--- config.mk ---
export PLATFORM = sky130hd
export DESIGN_NAME = rsff_bank_init_seq
export DESIGN_NICKNAME = d
export VERILOG_FILES = /design/src/rtl/rsff_bank_init_seq.sv
export SDC_FILE = /design/constraint.sdc
export NUM_CORES = 1
export LEC_CHECK = 0
export ABC_AREA = 1
export BUFFER_PORTS_ARGS = -buffer_cell sky130_fd_sc_hd__buf_4
export CAP_MARGIN = 20
export CORE_MARGIN = 2
export CORE_UTILIZATION = 51
export DETAILED_ROUTE_END_ITERATION = 7
export PLACE_DENSITY_LB_ADDON = 0.05
export SETUP_SLACK_MARGIN = 0.15
export SLEW_MARGIN = 20
export SYNTH_ARGS = -nofsm -noshare
export SYNTH_HDL_FRONTEND = slang
export SYNTH_SLANG_ARGS = --single-unit
--- constraint.sdc ---
create_clock -name clk -period 1.6 [get_ports clk]
set_clock_uncertainty 0.15 [all_clocks]
set_input_delay 0 -clock clk [delete_from_list [all_inputs] [get_ports clk]]
set_output_delay 0 -clock clk [all_outputs]
set_load 0.01 [all_outputs]
--- src/rtl/rsff_bank_init_seq.sv ---
// rsff_bank_init_seq: loads an initial value into a bank of set/reset flops
// by clearing the whole bank, waiting, pulsing set on the pattern bits,
// waiting again, then comparing the bank readback against the pattern.
//
// Ports:
//   clk      - rising-edge clock
//   reset    - synchronous active-low reset
//   start    - sequence request, sampled only in IDLE
//   pattern  - target bank value, captured on the accepted start
//   bank_q   - readback of the bank q outputs
//   rst_o    - per-bit reset drive to the bank (active high)
//   set_o    - per-bit set drive to the bank (active high)
//   busy     - high from the accepted start through CHECK
//   done     - one-cycle completion pulse
//   err      - readback mismatch flag, valid from done onward
//   err_mask - per-bit mismatch (bank_q ^ captured pattern)
module rsff_bank_init_seq #(
    parameter int unsigned WIDTH = 8,
    parameter int unsigned PULSE = 2,
    parameter int unsigned GAP   = 1
) (
    input  logic             clk,
    input  logic             reset,
    input  logic             start,
    input  logic [WIDTH-1:0] pattern,
    input  logic [WIDTH-1:0] bank_q,
    output logic [WIDTH-1:0] rst_o,
    output logic [WIDTH-1:0] set_o,
    output logic             busy,
    output logic             done,
    output logic             err,
    output logic [WIDTH-1:0] err_mask
);

    localparam int unsigned MAX_PG  = (PULSE > GAP) ? PULSE : GAP;
    localparam int unsigned MAX_CNT = (MAX_PG > 1) ? MAX_PG : 1;
    localparam int unsigned CNT_W   = $clog2(MAX_CNT) + 1;
    localparam int unsigned GAP_M1  = (GAP > 0) ? GAP - 1 : 0;

    localparam logic [CNT_W-1:0] PULSE_LD = CNT_W'(PULSE - 1);
    localparam logic [CNT_W-1:0] GAP_LD   = CNT_W'(GAP_M1);

    typedef enum logic [2:0] {
        S_IDLE,
        S_CLEAR,
        S_CLR_GAP,
        S_SET,
        S_SET_GAP,
        S_CHECK,
        S_DONE
    } state_t;

    state_t             state;
    logic [CNT_W-1:0]   cnt;
    logic [WIDTH-1:0]   pat_r;

    // Sequencer: drives are registered alongside the state that owns them,
    // so each drive value appears exactly in the cycles of its state.
    always_ff @(posedge clk) begin
        if (!reset) begin
            state    <= S_IDLE;
            cnt      <= '0;
            pat_r    <= '0;
            rst_o    <= '0;
            set_o    <= '0;
            busy     <= 1'b0;
            done     <= 1'b0;
            err      <= 1'b0;
            err_mask <= '0;
        end else begin
            case (state)
                S_IDLE: begin
                    rst_o <= '0;
                    set_o <= '0;
                    busy  <= 1'b0;
                    done  <= 1'b0;
                    if (start) begin
                        pat_r    <= pattern;
                        err      <= 1'b0;
                        err_mask <= '0;
                        cnt      <= PULSE_LD;
                        rst_o    <= '1;
                        busy     <= 1'b1;
                        state    <= S_CLEAR;
                    end
                end
                S_CLEAR: begin
                    if (cnt == '0) begin
                        rst_o <= '0;
                        if (GAP == 0) begin
                            set_o <= pat_r;
                            cnt   <= PULSE_LD;
                            state <= S_SET;
                        end else begin
                            cnt   <= GAP_LD;
                            state <= S_CLR_GAP;
                        end
                    end else begin
                        cnt <= cnt - CNT_W'(1);
                    end
                end
                S_CLR_GAP: begin
                    if (cnt == '0) begin
                        set_o <= pat_r;
                        cnt   <= PULSE_LD;
                        state <= S_SET;
                    end else begin
                        cnt <= cnt - CNT_W'(1);
                    end
                end
                S_SET: begin
                    if (cnt == '0) begin
                        set_o <= '0;
                        if (GAP == 0) begin
                            state <= S_CHECK;
                        end else begin
                            cnt   <= GAP_LD;
                            state <= S_SET_GAP;
                        end
                    end else begin
                        cnt <= cnt - CNT_W'(1);
                    end
                end
                S_SET_GAP: begin
                    if (cnt == '0) begin
                        state <= S_CHECK;
                    end else begin
                        cnt <= cnt - CNT_W'(1);
                    end
                end
                S_CHECK: begin
                    // Bank has been quiet for the gap, so readback is settled.
                    err_mask <= bank_q ^ pat_r;
                    err      <= |(bank_q ^ pat_r);
                    busy     <= 1'b0;
                    done     <= 1'b1;
                    state    <= S_DONE;
                end
                S_DONE: begin
                    done  <= 1'b0;
                    state <= S_IDLE;
                end
                default: begin
                    rst_o <= '0;
                    set_o <= '0;
                    busy  <= 1'b0;
                    done  <= 1'b0;
                    state <= S_IDLE;
                end
            endcase
        end
    end

endmodule
# After elaboration in Yosys (flattened, before gate mapping)
# Cells that the tools add are included.
dict set report totals {
  regBits 40
  latch_bits 0
  mem_bits_rw 0
  romBits 0
  in_bits 19
  out_inout_bits 27
  elab_cells 64
  n_memories 0
}
dict set report op_classes {
  addsub 1
  mul 0
  div 0
  magnitude_cmp 0
  n_eq_ne 12
  shifts 0
  n_mux 23
  bitwise_logic 3
  n_reduce_logical 16
}
# operator n
set ops {}
lappend ops {{one-hot mux 8 bit (3 select lines)} 2}
lappend ops {{two-way mux 8 bit} 4}
lappend ops {{one-hot mux 3 bit (6 select lines)} 1}
lappend ops {{one-hot mux 8 bit (2 select lines)} 1}
lappend ops {{two-way mux 3 bit} 5}
lappend ops {{inequality test 2 bit (second input constant)} 6}
lappend ops {{OR reduction 5 bit} 2}
lappend ops {{== test 3 bit (second input constant)} 3}
lappend ops {{two-way mux 2 bit} 4}
lappend ops {{one-hot mux 2 bit (4 select lines)} 1}
lappend ops {{OR reduction 4 bit} 2}
lappend ops {{OR reduction 8 bit} 1}
lappend ops {{XOR 8 bit} 1}
lappend ops {{== test 3 x 2 -> 1 bit (second input constant)} 2}
lappend ops {{one-hot mux 1 bit (2 select lines)} 3}
lappend ops {{AND reduction 2 bit} 3}
lappend ops {{AND reduction 3 bit} 2}
lappend ops {{AND reduction 5 bit} 1}
lappend ops {{nonzero test 4 bit} 1}
lappend ops {{== test 3 x 1 -> 1 bit (second input constant)} 1}
lappend ops {{logical NOT 3 bit} 1}
lappend ops {{logical NOT 2 bit} 1}
lappend ops {{two-way mux 1 bit} 2}
lappend ops {{inverter 1 bit} 2}
lappend ops {{other kinds (3)} 3}

# Longest topological paths before layout
# Gate-level depths: netlist of the first run.
dict set report logic_depth {
  word_depth 4
  mapped_depth 9
  depth_no_buf 8
}

# Least setup slack after synthesis of the first run
# No wires, ideal clock.
dict set report synth_path {
  path_type {reg2reg}
  from {register cnt[0]}
  to {register set_o[0]}
  setup_ns 0.132
  t_arrival_ns 1.175
  t_required_ns 1.318
  slack_ns 0.142
  stages_incl_launch_ff 9
  n_path_buf 0
  synth_period_minus_slack_ns 1.458
  path_cell_list {dfxtp_1 -> inv_1 -> ha_1 -> inv_1 -> nand3_1 -> nand2_4 -> inv_4 -> nand3_1 -> a21oi_1}
}
dict set report synth_via {
  elab_chain_len 3
  word_cells_on_any_way 4
  classes_between {eq/ne: 2; reduce/logical: 2}
}
# element line_no
set synth_rtl {}
lappend synth_rtl {{start: declaration} 54} ;# logic [CNT_W-1:0] cnt;
lappend synth_rtl {{start signal: assignment} 99} ;# cnt <= cnt - CNT_W'(1);
lappend synth_rtl {{start signal: assignment} 108} ;# cnt <= cnt - CNT_W'(1);
lappend synth_rtl {{start signal: assignment} 121} ;# cnt <= cnt - CNT_W'(1);
lappend synth_rtl {{logical NOT 2 bit *} {103, 112}}
lappend synth_rtl {{inequality test 2 bit (no line)} --}
lappend synth_rtl {{AND reduction 3 bit (no line) *} --}
lappend synth_rtl {{end signal: assignment} 91} ;# set_o <= pat_r;
lappend synth_rtl {{end signal: assignment} 104} ;# set_o <= pat_r;
lappend synth_rtl {{end: declaration} 28} ;# output logic [WIDTH-1:0] set_o,
# Mark *: on every way between the ends. The rest lies on a longest branch, timed or not.
# A chain may end at the register's enable or synchronous reset.

# Worst setup path after layout of the first run
dict set report layout_path {
  from {register state[1]}
  to {register cnt[0]}
}
dict set report layout_via {
  elab_chain_len 4
  word_cells_on_any_way 11
  classes_between {eq/ne: 6; mux: 1; reduce/logical: 4}
}
# element line_no
set layout_rtl {}
lappend layout_rtl {{start: declaration} 53} ;# state_t state;
lappend layout_rtl {{start signal: assignment} 61} ;# state <= S_IDLE;
lappend layout_rtl {{start signal: assignment} 84} ;# state <= S_CLEAR;
lappend layout_rtl {{start signal: assignment} 93} ;# state <= S_SET;
lappend layout_rtl {{== test 3 x 2 -> 1 bit or == test 3 x 1 -> 1 bit (tied branches)} 71} ;# case (state)
lappend layout_rtl {{OR reduction 2 bit (no line)} --}
lappend layout_rtl {{nonzero test 4 bit (no line)} --}
lappend layout_rtl {{AND reduction 3 bit (no line)} --}
# Parallel ways exist; a longest one is shown, timed or not.

==> reports/metrics.cfg, run 1 <==
[floorplanning]
pin_count=46
die_x_um=60.52
die_h_um=60.52
initial_core_util=0.5336
die_area_um2=3662
rows=20
core-area_um2=3053

[logic_synthesis]
async_flop_share=0
syn-num-nets=252
ys_seq_area_frac=0.4055
yosys_warnings=0
synth_common_cells=nand2_1 (61), dfxtp_1 (33), a21oi_1 (31), inv_1 (23), nand3_1 (20)
synth_area_um2=1629
synth_edf_count=0
synth_most_common_cell=nand2_1
syn_inst=230
synth_top_area_cell=dfxtp_1
yosys_most_used_dff=dfxtp_1
ys_seq_elements=33
syn_avg_cell_area_um2=7.083
synthTopCellsByArea=dfxtp_1 (41%), nand2_1 (14%), a21oi_1 (9.5%)
synthDistinctLibCells=26
yosysTopAreaCellShare=0.4055

[sta]
finalSetupTns_ns=0
relSlewSlack=0.8297
timing.fmax_ghz=0.7032
period_share=0.8888
setup_violations=0
grt_setup_unrepaired=yes
slew_violations=0
max_slew.worst_pin.slew_ns=0.2552
fin_crit_ns=1.422
finalHoldViolCount=0

[pwr]
leakagePower_nw=1.062
pwr-share-seq=0.378
clockPowerShare=0.151
swShare=0.4221
power-per-cell-area_nw_per_um2=1303
combPwrFrac=0.471
p_int_mw=1.738
irDropWorstVdd_mv=0.9196
netSwitchingPower_mw=1.270

[cells_and_area]
fin_nets=322
drive_above_1_share=0.3056
fill_cells=262
n_antenna_cell=0
final_util=0.7561
syn2layout_area_growth_pct=41.70

[clocking]
cts_tree=yes
ctsHtreeMaxLevel=2
clockRootBuffer=clkbuf_4
clock_latency_ns=0.34
clk_pin_slew_ns=0.11
cts.sinks=33
cts_buffers=5
cts_max_path_buffers=2

[setup_path]
cp_max_fo=7
startpoint_type=register
crit_required_ns=1.72
arrival_ns=1.54
critPathCaptureType=register
critPathKind=reg -> reg

[grt]
grt_use_met3=0.04264
top_usage_layer=met2
grt_usage=0.2278
antenna_found_initial=0
grt_max_degree=23
grt_use_met2=0.3665
grt_first_pass_wirelength_um=6223
first_global_vias=1449
grt_overflow=0
use_met1=0.2987

[placed_design]
place_congestion=0.8509
port_buffers=45
hpwl_um=2687

[min_path]
hp-class=reg -> reg

[detailed_routing]
drtAntennaViolNets=0
route.detailed.drc=0
routed-via-count=1707
wl_um=3973
drt_iter0_markers=57
vias_per_cell=4.948
firstDrtPassIters=4
routedWlPerCell_um=11.52

[job]
cap_violations=0

[outcome]
status=finished, final reports clean

layout make-up:
type	count	area (um^2)	share of cell area
inverter	29	113.9	0.04932
sequential	33	670.6	0.2905
clock inverter	2	10.01	0.004336
clock buffer	6	41.29	0.01789
timing repair buffer	74	600.6	0.2602
timing repair inverter	1	5.005	0.002168
multi-input combinational	156	812.0	0.3518
tap	44	55.05	0.02385
flip-flops by register name, indices dropped and copies added, names as in the netlist:
register,cells
busy,1
cnt,2
done,1
err,1
err_mask,8
pat_r,8
rst_o,1
set_o,8
state,3
final timing paths:
check | to | slack (ns) | cells after the start | startpoint
max | cnt[0] | 0.18 | 7 | state[1]
min reg2reg | err_mask[7] | 0.31 | 2 | err_mask[7]
min | err_mask[7] | 0.31 | 2 | err_mask[7]
max reg2reg | cnt[0] | 0.18 | 7 | state[1]
critical path, stage by stage, from the launching register on:
cell	delay, ns
dfxtp_4	0.40
nor2_4	0.16
buf_4	0.15
nor2_4	0.04
or2_1	0.25
nand2_1	0.07
nor2_1	0.04
nor2_1	0.08
stage by stage:
step	total power [mW]	area [um^2]	setup slack [ns]	std cells	hold slack (ns)
after global placement	2.298	1976	0.1143	312	0.1328
after global routing	3.241	2308	0.1359	345	0.3340
after floorplan	2.020	1629	0.1568	230	-0.01163
after detailed placement	2.323	1976	0.03806	312	0.1384
final	3.008	2308	0.1780	345	0.3129
after CTS	2.861	2236	0.1783	339	0.3196
cells in the final DEF, fill, tap and decap left out, drive strengths merged, types with 2 or more instances in the layout:
cell type / synthesis / layout
o21ai: 13 / 13
a21oi: 31 / 31
or2: 2 / 2
nand3: 21 / 21
dlygate4sd3: 0 / 18
nand4: 2 / 2
ha: 3 / 3
clkbuf: 3 / 6
inv: 29 / 29
nand2: 64 / 65
dfxtp: 33 / 33
clkinv: 0 / 2
buf: 10 / 56
nor2: 15 / 15
layer usage:
metal	vias to the layer above	share of wire
met1	765	0.48
met3	8	0.053
met4	0	0.015
met2	54	0.45
met5	-	0
li1	880	-
cells by family (layout without fill, tap and decap cells):
family	Yosys count	in the layout	share of synthesized area
AOI/OAI and AO/OA	46	46	0.1444
adders and majority gates	3	3	0.02304
buffers and inverters	42	112	0.1244
DFF	33	33	0.4055
and+or+nand+nor	106	107	0.3026
power by group through the flow:
stage               Combinational [mW]  Sequential (mW)  Clock, mW
floorplan                        0.937             1.08          0
detailed placement                1.20             1.12          0
global route                      1.58             1.16      0.502
global placement                  1.18             1.12          0
CTS                               1.28             1.12      0.460
finish                            1.42             1.14      0.455
timing repair:
action | 4_1_cts | 5_1_grt
endpoints found under the hold margin | 19 | 0
pin swaps | 1 | 2
endpoints found under the setup margin | 19 | 22
gates resized for setup | 7 | 11
gates cloned | 1 | 1
hold buffers | 18 | 0
setup buffers | 0 | 5
(Power assumes the default switching activity.)
==> run 2: changes to the inputs <==
- CELL_PAD_IN_SITES_DETAIL_PLACEMENT: unset -> 2
- CELL_PAD_IN_SITES_GLOBAL_PLACEMENT: unset -> 2
- CORE_UTILIZATION: 51 -> 27
==> run 2 against run 1 <==
- non-clock buffer count up 9
- cell count increased by 12%
- combinational power up 24%
- first-iteration DRC count fell by 37%
- die area is 82% higher
- design area rose by 7.3%
- global-route usage is 5.2 points lower
- critical endpoint is now set_o[5]
==> reports/metrics.cfg, run 2 (synthesis gave the netlist of run 1 again) <==
[sta]
period_share=0.8847
grt_setup_unrepaired=yes
setup_violations=0
whs_ns=0.02664
slew_violations=0
fin_crit_ns=1.416
timing.fmax_ghz=0.7064
fin_ws_ns=0.1844
max_slew.worst_pin.slew_ns=0.2590
finalHoldViolCount=0
finalSetupTns_ns=0
relSlewSlack=0.8271

[detailed_routing]
firstDrtPassIters=4
vias_per_cell=4.709
routed-via-count=1813
drt_iter0_markers=36
wl_um=5748
route.detailed.drc=0
routedWlPerCell_um=14.93
drtAntennaViolNets=0

[cells_and_area]
final_cell_mix=buf_4 (65), nand2_1 (59), a21oi_1 (30), dfxtp_1 (28)
fin_cells=385
n_antenna_cell=0
mostFrequentLayoutCell=buf_4
fill_cells=692
drive_above_1_share=0.3484
final_area_um2=2477
largest_registers=err_mask (8), pat_r (8), set_o (8)
register_area_um2=669.4
final_util=0.4209
multi_input_area_um2=835.8
syn2layout_area_growth_pct=52.07
fin_nets=331

[min_path]
whs_path_depth=4
hp-start=start
hp-class=in -> reg
min_to=pat_r[3]

[clocking]
cts_buffers=5
clock_latency_ns=0.29
clk_pin_slew_ns=0.08
cts_max_path_buffers=2
cts_tree=yes
cts.sinks=33
clockRootBuffer=clkbuf_8
ctsHtreeMaxLevel=2

[floorplanning]
core-area_um2=5886
rows=28
pin_count=46
initial_core_util=0.2768
die_h_um=81.68
die_x_um=81.68
die_area_um2=6671

[outcome]
status=finished, final reports clean

[placed_design]
hpwl_um=3878
place_area_um2=2074
place_congestion=0.7420
port_buffers=45
dp_slack_ns=0.008545
place_inst=351

[setup_path]
critPathKind=reg -> reg
reg2regPathDepth=8
timing.rr.start=state[0]
r2r_slack_ns=0.18
r2r_end=set_o[5]
path_buf_inv=3
worstPathCellList=inv_2, nor2_4, buf_4, nor2_4, nand2_4, inv_6, nand3_1, a21oi_2
cpMostUsedCell=nor2_4
startpoint_type=register
critPathMaxStageDelay_ns=0.35
slowest_stage=dfxtp_2
critPathCaptureType=register
cp_max_fo=8
crit_required_ns=1.67
arrival_ns=1.49
critPathTopFamily=simple AND/OR/NAND/NOR gates

[grt]
grt_overflow=0
antenna_found_initial=0
grt_first_pass_wirelength_um=8790
grt_max_degree=14
first_global_vias=1842
grt_usage=0.1757

[pwr]
leakagePower_nw=1.125
power-per-cell-area_nw_per_um2=1416
p_total_mw=3.508
irDropWorstVdd_mv=0.5210

[job]
cap_violations=0

## run 2: how the worst max path moves through the flow
stage                        start  endpoint  slack [ns]  cells past startpoint
after floorplan             cnt[0]  set_o[0]        0.16                      8
after global placement      cnt[0]  set_o[3]        0.02                      8
after detailed placement    cnt[0]  set_o[1]       0.009                      8
after CTS                   cnt[0]  set_o[5]        0.15                      8
after global routing      state[0]  set_o[6]        0.11                      8
final                     state[0]  set_o[5]        0.18                      8
## run 2: what timing repair did
action / 4_1_cts / 5_1_grt
pin swaps: 2 / 9
gates cloned: 1 / 1
endpoints found under the hold margin: 19 / 0
endpoints found under the setup margin: 23 / 22
setup buffers: 1 / 6
resized for setup: 12 / 24
hold buffers: 17 / 0
## run 2: worst register-to-register path: stages, from the launching register on
cell	delay, ns
dfxtp_2	0.35
inv_2	0.08
nor2_4	0.05
buf_4	0.14
nor2_4	0.15
nand2_4	0.11
inv_6	0.10
nand3_1	0.09
a21oi_2	0.13
## run 2: layer usage
metal  vias to the layer above  GRT usage  share of wire
met5                         -          0              0
met4                         0    0.04500         0.0092
met3                         4    0.03956          0.036
met2                        37     0.3049           0.51
met1                       878     0.2199           0.45
li1                        894          -              -
## run 2: power by group
group | switching (mW) | internal, mW | total (mW)
Combinational | 1.02 | 0.742 | 1.76
Sequential | 0.146 | 0.969 | 1.12
Clock | 0.328 | 0.302 | 0.630
Total | 1.50 | 2.01 | 3.51
## run 2: area by class of cell
type | instances | area share
Clock buffer | 6 | 0.02929
Clock inverter | 2 | 0.004040
Inverter | 29 | 0.05101
Sequential cell | 33 | 0.2702
Timing Repair Buffer | 83 | 0.2702
Tap cell | 75 | 0.03788
Multi-Input combinational cell | 157 | 0.3374
